===== src/rtl/cpu_boot_loader_pkg.sv =====
// Shared definitions for the boot loader: state encoding and instruction width.
package cpu_boot_loader_pkg;

    localparam int INSTR_W = 16;

    typedef enum logic [2:0] {
        ST_IDLE  = 3'd0,
        ST_HI    = 3'd1,
        ST_LO    = 3'd2,
        ST_CSUM  = 3'd3,
        ST_HOLD  = 3'd4,
        ST_RUN   = 3'd5,
        ST_ERROR = 3'd6
    } boot_state_t;

    // Only the frame-parsing states take bytes off the link.
    function automatic logic accepts_byte(boot_state_t s);
        return (s == ST_IDLE) || (s == ST_HI) || (s == ST_LO) || (s == ST_CSUM);
    endfunction

endpackage


===== src/rtl/cpu_boot_loader_if.sv =====
// Byte link into the loader plus the instruction-memory write port out of it.
interface cpu_boot_loader_if #(
    parameter int DATA_W = 16,
    parameter int ADDR_W = 8
);
    logic              rx_valid;
    logic [7:0]        rx_data;
    logic              rx_ready;
    logic              im_we;
    logic [ADDR_W-1:0] im_addr;
    logic [DATA_W-1:0] im_wdata;

    modport master (output rx_valid, rx_data, input rx_ready, im_we, im_addr, im_wdata);
    modport slave  (input rx_valid, rx_data, output rx_ready, im_we, im_addr, im_wdata);
endinterface


===== src/rtl/cpu_boot_hold_timer.sv =====
// 4-bit load/decrement counter; done flags the last cycle of the hold window.
module cpu_boot_hold_timer (
    input  logic       clk,
    input  logic       rst,
    input  logic       load,
    input  logic [3:0] load_val,
    input  logic       dec,
    output logic       done
);
    logic [3:0] cnt;

    always_ff @(posedge clk) begin
        if (rst) begin
            cnt <= 4'd0;
        end else if (load) begin
            cnt <= load_val;
        end else if (dec && cnt != 4'd0) begin
            cnt <= cnt - 4'd1;
        end
    end

    assign done = (cnt == 4'd1);
endmodule


===== src/rtl/cpu_boot_loader.sv =====
// Program-load front end: parses COUNT/words/CSUM frames into instruction memory
// and releases the core's reset only after the checksum matches.
module cpu_boot_loader
    import cpu_boot_loader_pkg::*;
#(
    parameter int DATA_W   = INSTR_W,
    parameter int ADDR_W   = 8,
    parameter int RST_HOLD = 4
) (
    input  logic              clk,
    input  logic              rst,
    cpu_boot_loader_if.slave  bus,
    output logic              cpu_rst,
    output logic              boot_done,
    output logic              err
);
    boot_state_t       state;
    logic [7:0]        hi_byte;
    logic [7:0]        chk_acc;
    logic [ADDR_W-1:0] addr_cnt;
    logic [ADDR_W-1:0] addr_nxt;
    logic [ADDR_W-1:0] words;
    logic [DATA_W-1:0] word_nxt;
    logic              xfer;
    logic              timer_load;
    logic              timer_done;

    assign bus.rx_ready = accepts_byte(state);
    assign xfer         = bus.rx_valid && bus.rx_ready;
    assign addr_nxt     = addr_cnt + 1'b1;
    assign word_nxt     = {hi_byte, bus.rx_data};
    assign timer_load   = xfer && (state == ST_CSUM) && (bus.rx_data == chk_acc);

    cpu_boot_hold_timer u_hold (
        .clk      (clk),
        .rst      (rst),
        .load     (timer_load),
        .load_val (4'(RST_HOLD)),
        .dec      (state == ST_HOLD),
        .done     (timer_done)
    );

    always_ff @(posedge clk) begin
        if (xfer && state == ST_HI) begin
            hi_byte <= bus.rx_data;
        end
    end

    always_ff @(posedge clk) begin
        if (rst) begin
            state        <= ST_IDLE;
            cpu_rst      <= 1'b1;
            boot_done    <= 1'b0;
            err          <= 1'b0;
            bus.im_we    <= 1'b0;
            bus.im_addr  <= '0;
            bus.im_wdata <= '0;
            addr_cnt     <= '0;
            words        <= '0;
            chk_acc      <= 8'h00;
        end else begin
            bus.im_we <= 1'b0;
            case (state)
                ST_IDLE: if (xfer) begin
                    // COUNT of 0 wraps naturally: the last word is the one whose
                    // incremented address returns to 0.
                    words    <= bus.rx_data[ADDR_W-1:0];
                    chk_acc  <= 8'h00;
                    addr_cnt <= '0;
                    state    <= ST_HI;
                end
                ST_HI: if (xfer) begin
                    chk_acc <= chk_acc ^ bus.rx_data;
                    state   <= ST_LO;
                end
                ST_LO: if (xfer) begin
                    chk_acc      <= chk_acc ^ bus.rx_data;
                    bus.im_we    <= 1'b1;
                    bus.im_addr  <= addr_cnt;
                    bus.im_wdata <= word_nxt;
                    addr_cnt     <= addr_nxt;
                    state        <= (addr_nxt == words) ? ST_CSUM : ST_HI;
                end
                ST_CSUM: if (xfer) begin
                    if (bus.rx_data == chk_acc) begin
                        state <= ST_HOLD;
                    end else begin
                        state <= ST_ERROR;
                        err   <= 1'b1;
                    end
                end
                ST_HOLD: if (timer_done) begin
                    state     <= ST_RUN;
                    cpu_rst   <= 1'b0;
                    boot_done <= 1'b1;
                end
                ST_RUN, ST_ERROR: state <= state;
                default: state <= ST_IDLE;
            endcase
        end
    end
endmodule


===== src/flat_wrapper.sv =====
// flat-port wrapper written by rule: the top's interface ports become plain ports
module cpu_boot_loader_flat import cpu_boot_loader_pkg::*;
#(
    parameter int DATA_W   = INSTR_W,
    parameter int ADDR_W   = 8,
    parameter int RST_HOLD = 4
)
  (clk, rst, cpu_rst, boot_done, err, bus_rx_valid, bus_rx_data, bus_rx_ready, bus_im_we, bus_im_addr, bus_im_wdata);
  cpu_boot_loader_if #(.DATA_W(DATA_W), .ADDR_W(ADDR_W)) bus_i ();
  input  logic clk;
  input  logic rst;
  output logic cpu_rst;
  output logic boot_done;
  output logic err;
  input wire logic [$bits(bus_i.rx_valid)-1:0] bus_rx_valid;
  input wire logic [$bits(bus_i.rx_data)-1:0] bus_rx_data;
  output wire logic [$bits(bus_i.rx_ready)-1:0] bus_rx_ready;
  output wire logic [$bits(bus_i.im_we)-1:0] bus_im_we;
  output wire logic [$bits(bus_i.im_addr)-1:0] bus_im_addr;
  output wire logic [$bits(bus_i.im_wdata)-1:0] bus_im_wdata;
  assign bus_i.rx_valid = bus_rx_valid;
  assign bus_i.rx_data = bus_rx_data;
  assign bus_rx_ready = bus_i.rx_ready;
  assign bus_im_we = bus_i.im_we;
  assign bus_im_addr = bus_i.im_addr;
  assign bus_im_wdata = bus_i.im_wdata;
  cpu_boot_loader #(.DATA_W(DATA_W), .ADDR_W(ADDR_W), .RST_HOLD(RST_HOLD)) u_core (.clk(clk), .rst(rst), .bus(bus_i), .cpu_rst(cpu_rst), .boot_done(boot_done), .err(err));
endmodule

===== config.mk =====
export PLATFORM = sky130hd
export DESIGN_NAME = cpu_boot_loader_flat
export DESIGN_NICKNAME = d
export VERILOG_FILES = /design/src/rtl/cpu_boot_loader_pkg.sv /design/src/rtl/cpu_boot_loader_if.sv /design/src/rtl/cpu_boot_hold_timer.sv /design/src/rtl/cpu_boot_loader.sv /design/src/flat_wrapper.sv
export SDC_FILE = /design/constraint.sdc
export NUM_CORES = 1
export LEC_CHECK = 0
export BUFFER_PORTS_ARGS = -buffer_cell sky130_fd_sc_hd__buf_4
export CAP_MARGIN = 20
export CORE_MARGIN = 3
export CORE_UTILIZATION = 51
export DETAILED_ROUTE_END_ITERATION = 6
export GPL_ROUTABILITY_DRIVEN = 0
export GPL_TIMING_DRIVEN = 0
export PLACE_DENSITY = 0.75
export SLEW_MARGIN = 0
export SYNTH_ARGS = -nofsm -noshare
export SYNTH_HDL_FRONTEND = slang
export SYNTH_SLANG_ARGS = --single-unit
export TNS_END_PERCENT = 100

===== constraint.sdc =====
create_clock -name clk -period 1.6 [get_ports clk]
set_input_delay 0.48 -clock clk [delete_from_list [all_inputs] [get_ports clk]]
set_output_delay 0.48 -clock clk [all_outputs]
set_load 0.1 [all_outputs]

==> insert_results.sql, run 1 <==
INSERT INTO impl_metrics (metric_group, metric, value, unit) VALUES
('cts', 'hold_fix_buffers_cts', '0', ''),
('pwr', 'power.ir.vdd_worst', '0.7146', 'mV'),
('floorplanning', 'die_area', '0.006721', 'sq mm'),
('global_routing', 'grt_antenna_before_repair', '0', ''),
('layout', 'post_route_cells_drive_above_1_share', '0.2457', ''),
('layout', 'final_common_cell', 'sky130_fd_sc_hd__nand2_1', ''),
('cts', 'cts.htree.levels', '3', ''),
('cts', 'clock_tree_from_tritoncts', 'yes', ''),
('critical_path', 'timing.critical_path.arrival', '2.06', 'ns'),
('route', 'drt_iter0_markers', '114', ''),
('critical_path', 'worstSetupPathType', 'reg -> reg', ''),
('flow_run', 'max-cap-violations', '0', ''),
('synthesis', 'synth_fp_nets', '360', ''),
('synthesis', 'syn_area', '0.002944', 'sq mm'),
('global_routing', 'globalRouteTotalUtil', '0.2303', ''),
('timing', 'timing.final.crit_period', '1.788', 'ns'),
('timing', 'setup_viol', '7', ''),
('synthesis', 'yosysTopAreaCell', 'sky130_fd_sc_hd__dfxtp_1', ''),
('timing', 'final.setup_skew', '0.008616', 'ns'),
('layout', 'sequential_cell_area', '0.001431', 'sq mm'),
('floorplanning', 'core.rowCount', '27', ''),
('synthesis', 'synth.distinct_cells', '43', ''),
('synthesis', 'synth-edff-count', '8', ''),
('timing', 'fmax', '0.5593', 'GHz'),
('timing', 'timing.final.ws_setup', '-0.1879', 'ns'),
('timing', 'number_of_hold_slack_violations_in_the_final_timing_report', '0', ''),
('layout', 'fillCellCount', '477', ''),
('route', 'first_pass_iters', '4', ''),
('timing', 'grt_setup_unrepaired', 'true', ''),
('placement', 'dp_cells', '456', ''),
('layout', 'commonest_cells_after_routing_fill_and_taps_aside', 'sky130_fd_sc_hd__nand2_1 (82), sky130_fd_sc_hd__dfxtp_1 (53), sky130_fd_sc_hd__a21oi_1 (50)', ''),
('outcome', 'violations', 'setup timing', ''),
('layout', 'area_growth_syn_to_layout', '24.82', '%'),
('placement', 'portBuffers', '38', ''),
('cts', 'cts.root.buffer_cell', 'sky130_fd_sc_hd__clkbuf_8', ''),
('synthesis', 'synth_ff_type', 'sky130_fd_sc_hd__dfxtp_1', ''),
('layout', 'area_occupied_by_multi_input_gates', '0.001470', 'sq mm'),
('cts', 'clock_pin_slew_of_the_registers_on_the_worst_case_setup_and_hold_paths', '0.08', 'ns'),
('synthesis', 'post_synth_main_area_contributors', 'sky130_fd_sc_hd__dfxtp_1 (40%), sky130_fd_sc_hd__nand2_1 (11%), sky130_fd_sc_hd__a21oi_1 (8.7%)', ''),
('timing', 'worst_slew_margin_relative_to_its_limit', '0.6126', ''),
('cts', 'number_of_buffers_added_by_the_clock_tree_synthesis_step', '9', ''),
('cts', 'clkSinkCount', '67', ''),
('critical_path', 'startpoint_type', 'flip-flop', ''),
('placement', 'dp_worst_setup_slack', '-0.3464', 'ns'),
('synthesis', 'ffs_latches_synth', '67', ''),
('route', 'wire_per_inst', '14.99', 'um'),
('synthesis', 'ys_async_sr_fraction', '0', ''),
('cts', 'clock_latency', '0.35', 'ns'),
('synthesis', 'postSynthAreaPerCell', '8.509', 'sq um'),
('global_routing', 'grt_start_max_net_pins', '14', ''),
('route', 'detail-route-antenna-nets', '0', ''),
('synthesis', 'yosys_warnings', '0', ''),
('synthesis', 'synthesis.instances', '346', ''),
('outcome', 'status', 'finished with violations', ''),
('route', 'drc', '0', ''),
('synthesis', 'yosysSeqAreaShare', '0.4828', ''),
('floorplanning', 'design.portCount', '40', ''),
('floorplanning', 'die_outline_width', '81.98', 'um'),
('timing', 'tns', '-0.2139', 'ns'),
('pwr', 'power-per-cell-area', '1004', 'mW/mm^2'),
('layout', 'post_layout_nonfiller_instances', '475', ''),
('critical_path', 'worst_ep_required_time', '1.87', 'ns'),
('layout', 'finalNetCount', '412', ''),
('route', 'post_drt_via_cell_ratio', '5.371', ''),
('floorplanning', 'die_h', '81.98', 'um'),
('timing', 'timing_worst_slew_pin_value', '0.5811', 'ns'),
('layout', 'finalCoreUtilization', '0.6633', ''),
('worst_hold_path', 'worst_hold_path_type', 'in -> reg', ''),
('floorplanning', 'initial_core_util', '0.5314', ''),
('timing', 'finalCritPeriodShare', '1.117', ''),
('route', 'wirelength', '7.121', 'mm');
power breakdown:
group / total, mW / leakage, nW / internal [mW] / switching (mW)
clock: 1.28 / 0.0896 / 0.569 / 0.712
combinational: 0.605 / 0.722 / 0.205 / 0.400
sequential: 1.80 / 0.554 / 1.76 / 0.0418
total: 3.69 / 1.37 / 2.54 / 1.15
area by class of cell:
| class | count | share of cell area |
|---|---|---|
| multi-input cells | 252 | 0.4001 |
| flip-flops and latches | 67 | 0.3895 |
| repair buffers | 44 | 0.09670 |
| plain buffers | 18 | 0.03405 |
| clock buffers | 9 | 0.03371 |
| well taps | 72 | 0.02451 |
| clock inverters | 7 | 0.01430 |
| inverters | 6 | 0.007150 |
metal layers:
metal | global-route usage | vias to the layer above | wire length [um]
met5 | 0 | - | 0
met1 | 0.2834 | 1213 | 3262
met4 | 0.09468 | 0 | 153
met2 | 0.3821 | 40 | 3463
met3 | 0.05921 | 17 | 241
li1 | - | 1281 | -
repair_timing:
action / CTS / global route
buffers inserted: 4 / 2
cloned: 0 / 0
pin swaps: 4 / 4
endpoints found under the setup margin: 50 / 45
resized for setup: 17 / 20
critical path, cell delays in order, from the launching register on:
cell and delay [ns]:
sky130_fd_sc_hd__dfxtp_2 0.33, sky130_fd_sc_hd__ha_4 0.24, sky130_fd_sc_hd__xor2_1 0.14, sky130_fd_sc_hd__or4_4 0.48, sky130_fd_sc_hd__a21oi_2 0.14, sky130_fd_sc_hd__o2111ai_2 0.14, sky130_fd_sc_hd__a221oi_2 0.24
cell usage after synthesis (3+ instances only):
library cell               instances
sky130_fd_sc_hd__nand2_1          84
sky130_fd_sc_hd__dfxtp_1          59
sky130_fd_sc_hd__a21oi_1          51
sky130_fd_sc_hd__o21ai_0          20
sky130_fd_sc_hd__nor2_1           16
sky130_fd_sc_hd__xnor2_1          13
sky130_fd_sc_hd__clkbuf_1         10
sky130_fd_sc_hd__xor2_1            9
sky130_fd_sc_hd__buf_2             8
sky130_fd_sc_hd__edfxtp_1          8
sky130_fd_sc_hd__inv_1             6
sky130_fd_sc_hd__nand3b_1          6
sky130_fd_sc_hd__nand2b_1          5
sky130_fd_sc_hd__nor2b_1           5
sky130_fd_sc_hd__nand3_1           4
sky130_fd_sc_hd__nand4_1           4
sky130_fd_sc_hd__ha_1              3
sky130_fd_sc_hd__nor3_1            3
sky130_fd_sc_hd__o31ai_1           3
cells by family after synthesis:
group	share of synthesized area
simple gates	0.2184
compound gates	0.1785
flops	0.4828
buf+inv	0.04207
xor+xnor	0.06545
fa+ha+maj	0.01275
per-stage QoR:
stage	area (sq um)	hold WS [ns]
final	3675	0.3535
after global routing	3675	0.3454
after CTS	3623	0.3520
after detailed placement	3354	0.4393
after global placement	3354	0.4402
after floorplan	2979	0.4478
state kept, by name, summed over array words and instances, names as in the netlist:
| signal | cells |
|---|---|
| u_core.err | 1 |
| u_core.cpu_rst | 1 |
| u_core.bus.im_addr | 8 |
| u_core.bus.im_wdata | 16 |
| u_core.chk_acc | 8 |
| u_core.boot_done | 1 |
| u_core.hi_byte | 8 |
| u_core.addr_cnt | 8 |
| u_core.state | 3 |
| u_core.words | 8 |
| u_core.bus.im_we | 1 |
| u_core.u_hold.cnt | 4 |
path summary, 6_finish.rpt:
check        slack (ns)  cells past startpoint                  start                     to
max               -0.19                      6     u_core.addr_cnt[0]        u_core.state[1]
min                0.35                      1         bus_rx_data[7]      u_core.hi_byte[7]
max reg2reg       -0.19                      6     u_core.addr_cnt[0]        u_core.state[1]
min reg2reg        0.46                      2  u_core.bus.im_addr[5]  u_core.bus.im_addr[5]
No activity file was read; power rests on OpenSTA's default activity.
==> run 2: changes to the inputs <==
SKIP_CTS_REPAIR_TIMING = 1   (was unset)
==> run 2 against run 1 <==
Compared with the run above:
- the flow still finishes with violations (setup timing)
- utilization is 0.79 points higher
- clock skew rose by 0.0031 ns
- maximum frequency decreased by 1.8%
- sequential power is essentially flat
- clock power hardly changed
- setup slack lost 0.034 ns
- register-to-register slack worse by 0.03 ns
- clock-buffer cell count did not move
- hold slack improved by 0.0078 ns
- combinational power up 1%
- critical path type unchanged
- critical endpoint unchanged
==> insert_results.sql, run 2 (synthesized netlist as in run 1, its figures left out) <==
INSERT INTO impl_metrics (metric_group, metric, value, unit) VALUES
('timing', 'worst_hold_slack', '0.3613', 'ns'),
('global_routing', 'via_count_of_the_first_global_routing_pass', '2296', ''),
('layout', 'largest_register_ffs', '16', ''),
('cts', 'cts.htree.levels', '3', ''),
('worst_hold_path', 'timing.hold.worst_path_depth', '1', ''),
('cts', 'clock_tree_from_tritoncts', 'yes', ''),
('layout', 'finalNetCount', '417', ''),
('placement', 'postPlaceCellArea', '0.003354', 'sq mm'),
('critical_path', 'timing.critical_path.arrival', '2.09', 'ns'),
('global_routing', 'gr-total-overflow', '0', ''),
('floorplanning', 'initial_core_util', '0.5314', ''),
('layout', 'post_route_cells_drive_above_1_share', '0.2598', ''),
('layout', 'insertedDiodeCount', '0', ''),
('flow_run', 'max-cap-violations', '0', ''),
('timing', 'timing.final.crit_period', '1.822', 'ns'),
('floorplanning', 'coreArea', '0.005540', 'sq mm'),
('global_routing', 'grt_antenna_before_repair', '0', ''),
('worst_hold_path', 'worst_hold_path_type', 'in -> reg', ''),
('layout', 'commonest_cells_after_routing_fill_and_taps_aside', 'sky130_fd_sc_hd__nand2_1 (83), sky130_fd_sc_hd__dfxtp_1 (52), sky130_fd_sc_hd__a21oi_1 (50)', ''),
('outcome', 'violations', 'setup timing', ''),
('timing', 'worst_slew_margin_relative_to_its_limit', '0.6120', ''),
('global_routing', 'first_pass_grt_wire_length', '11.20', 'mm'),
('cts', 'number_of_buffers_added_by_the_clock_tree_synthesis_step', '9', ''),
('cts', 'clkSinkCount', '67', ''),
('critical_path', 'type_of_destination_of_the_critical_path', 'flip-flop', ''),
('route', 'drc', '0', ''),
('cts', 'clock_latency', '0.35', 'ns'),
('critical_path', 'worst_ep_required_time', '1.87', 'ns'),
('cts', 'clock_pin_slew_of_the_registers_on_the_worst_case_setup_and_hold_paths', '0.08', 'ns'),
('timing', 'number_of_hold_slack_violations_in_the_final_timing_report', '0', ''),
('floorplanning', 'core.rowCount', '27', ''),
('timing', 'grt_setup_unrepaired', 'true', ''),
('layout', 'final_area', '0.003719', 'sq mm'),
('critical_path', 'startpoint_type', 'flip-flop', ''),
('floorplanning', 'design.portCount', '40', ''),
('timing', 'fmax', '0.5490', 'GHz'),
('pwr', 'p_leak', '1.403', 'nW'),
('route', 'post_drt_via_cell_ratio', '5.365', ''),
('timing', 'final-max-slew-violation-count', '0', ''),
('timing', 'setup_viol', '8', ''),
('cts', 'cts.root.buffer_cell', 'sky130_fd_sc_hd__clkbuf_8', ''),
('critical_path', 'worstSetupPathType', 'reg -> reg', ''),
('timing', 'finalCritPeriodShare', '1.139', ''),
('layout', 'final_common_cell', 'sky130_fd_sc_hd__nand2_1', ''),
('route', 'detail-route-antenna-nets', '0', ''),
('route', 'first_pass_iters', '4', ''),
('pwr', 'power-per-cell-area', '993.3', 'mW/mm^2'),
('global_routing', 'globalRouteTotalUtil', '0.2234', ''),
('route', 'drt_iter0_markers', '118', ''),
('route', 'vias_post_dr', '2575', ''),
('layout', 'finalCoreUtilization', '0.6712', ''),
('timing', 'timing.final.ws_setup', '-0.2216', 'ns'),
('outcome', 'status', 'finished with violations', ''),
('placement', 'portBuffers', '38', ''),
('critical_path', 'critPathMaxFanout', '4', ''),
('pwr', 'power.ir.vdd_worst', '0.7123', 'mV'),
('floorplanning', 'die_h', '81.98', 'um'),
('timing', 'final.setup_skew', '0.01172', 'ns'),
('pwr', 'total_power', '3.694', 'mW'),
('layout', 'fillCellCount', '473', ''),
('route', 'wirelength', '7.141', 'mm'),
('floorplanning', 'die_outline_width', '81.98', 'um'),
('layout', 'area_growth_syn_to_layout', '26.31', '%'),
('global_routing', 'grt_start_max_net_pins', '14', ''),
('critical_path', 'worstRegToRegCells', '6', ''),
('cts', 'max-clock-path-buffers', '2', ''),
('placement', 'post-dp-hpwl', '4.719', 'mm'),
('floorplanning', 'die_area', '0.006721', 'sq mm'),
('route', 'wire_per_inst', '14.88', 'um'),
('timing', 'timing_worst_slew_pin_value', '0.5820', 'ns'),
('layout', 'register_with_the_most_flip_flops', 'u_core.bus.im_wdata', '');
run 2: cell count changes in the layout (fill, tap and decap cells not counted), sizes merged:
| cell | delta |
|---|---|
| buf | +7 |
| clkbuf | -2 |
run 2: cell type report:
cell class                      count  area [sq um]  share of cell area
Buffer                             18         120.1             0.03230
Clock buffer                        9         123.9             0.03331
Clock inverter                      7         52.55             0.01413
Inverter                            6         26.28            0.007066
Multi-Input combinational cell    252          1483              0.3987
Sequential cell                    67          1433              0.3853
Tap cell                           72         90.09             0.02423
Timing Repair Buffer               49         390.4              0.1050
run 2: worst paths after layout:
| path | start | endpoint | slack [ns] |
|---|---|---|---|
| min | bus_rx_data[7] | u_core.hi_byte[7] | 0.36 |
| max | u_core.addr_cnt[1] | u_core.state[1] | -0.22 |
| max reg2reg | u_core.addr_cnt[1] | u_core.state[1] | -0.22 |
| min reg2reg | u_core.bus.im_addr[5] | u_core.bus.im_addr[5] | 0.46 |
run 2: stage by stage:
step | setup slack (ns) | cells | TNS (ns)
after global placement | -0.3227 | 456 | -9.819
final | -0.2216 | 480 | -0.3552
after floorplan | -0.2007 | 346 | -0.5504
after global routing | -0.2931 | 480 | -1.089
after CTS | -0.3178 | 472 | -6.771
after detailed placement | -0.3464 | 456 | -11.17
run 2: metal layers:
layer | up-vias | global-route usage | part of all wire
li1 | 1290 | - | -
met1 | 1220 | 0.2841 | 0.44
met2 | 55 | 0.3611 | 0.49
met3 | 10 | 0.05921 | 0.050
met4 | 0 | 0.08638 | 0.014
met5 | - | 0 | 0
run 2: power breakdown:
group	total [mW]	internal [mW]	switching (mW)
sequential	1.80	1.76	0.0427
clock	1.28	0.569	0.706
combinational	0.614	0.211	0.403
run 2: worst max-delay path, stage by stage (launching register included):
cell                        delay (ns)
sky130_fd_sc_hd__dfxtp_4          0.36
sky130_fd_sc_hd__ha_4             0.22
sky130_fd_sc_hd__xor2_1           0.14
sky130_fd_sc_hd__or4_4            0.48
sky130_fd_sc_hd__a21oi_2          0.14
sky130_fd_sc_hd__o2111ai_2        0.15
sky130_fd_sc_hd__a221oi_2         0.27
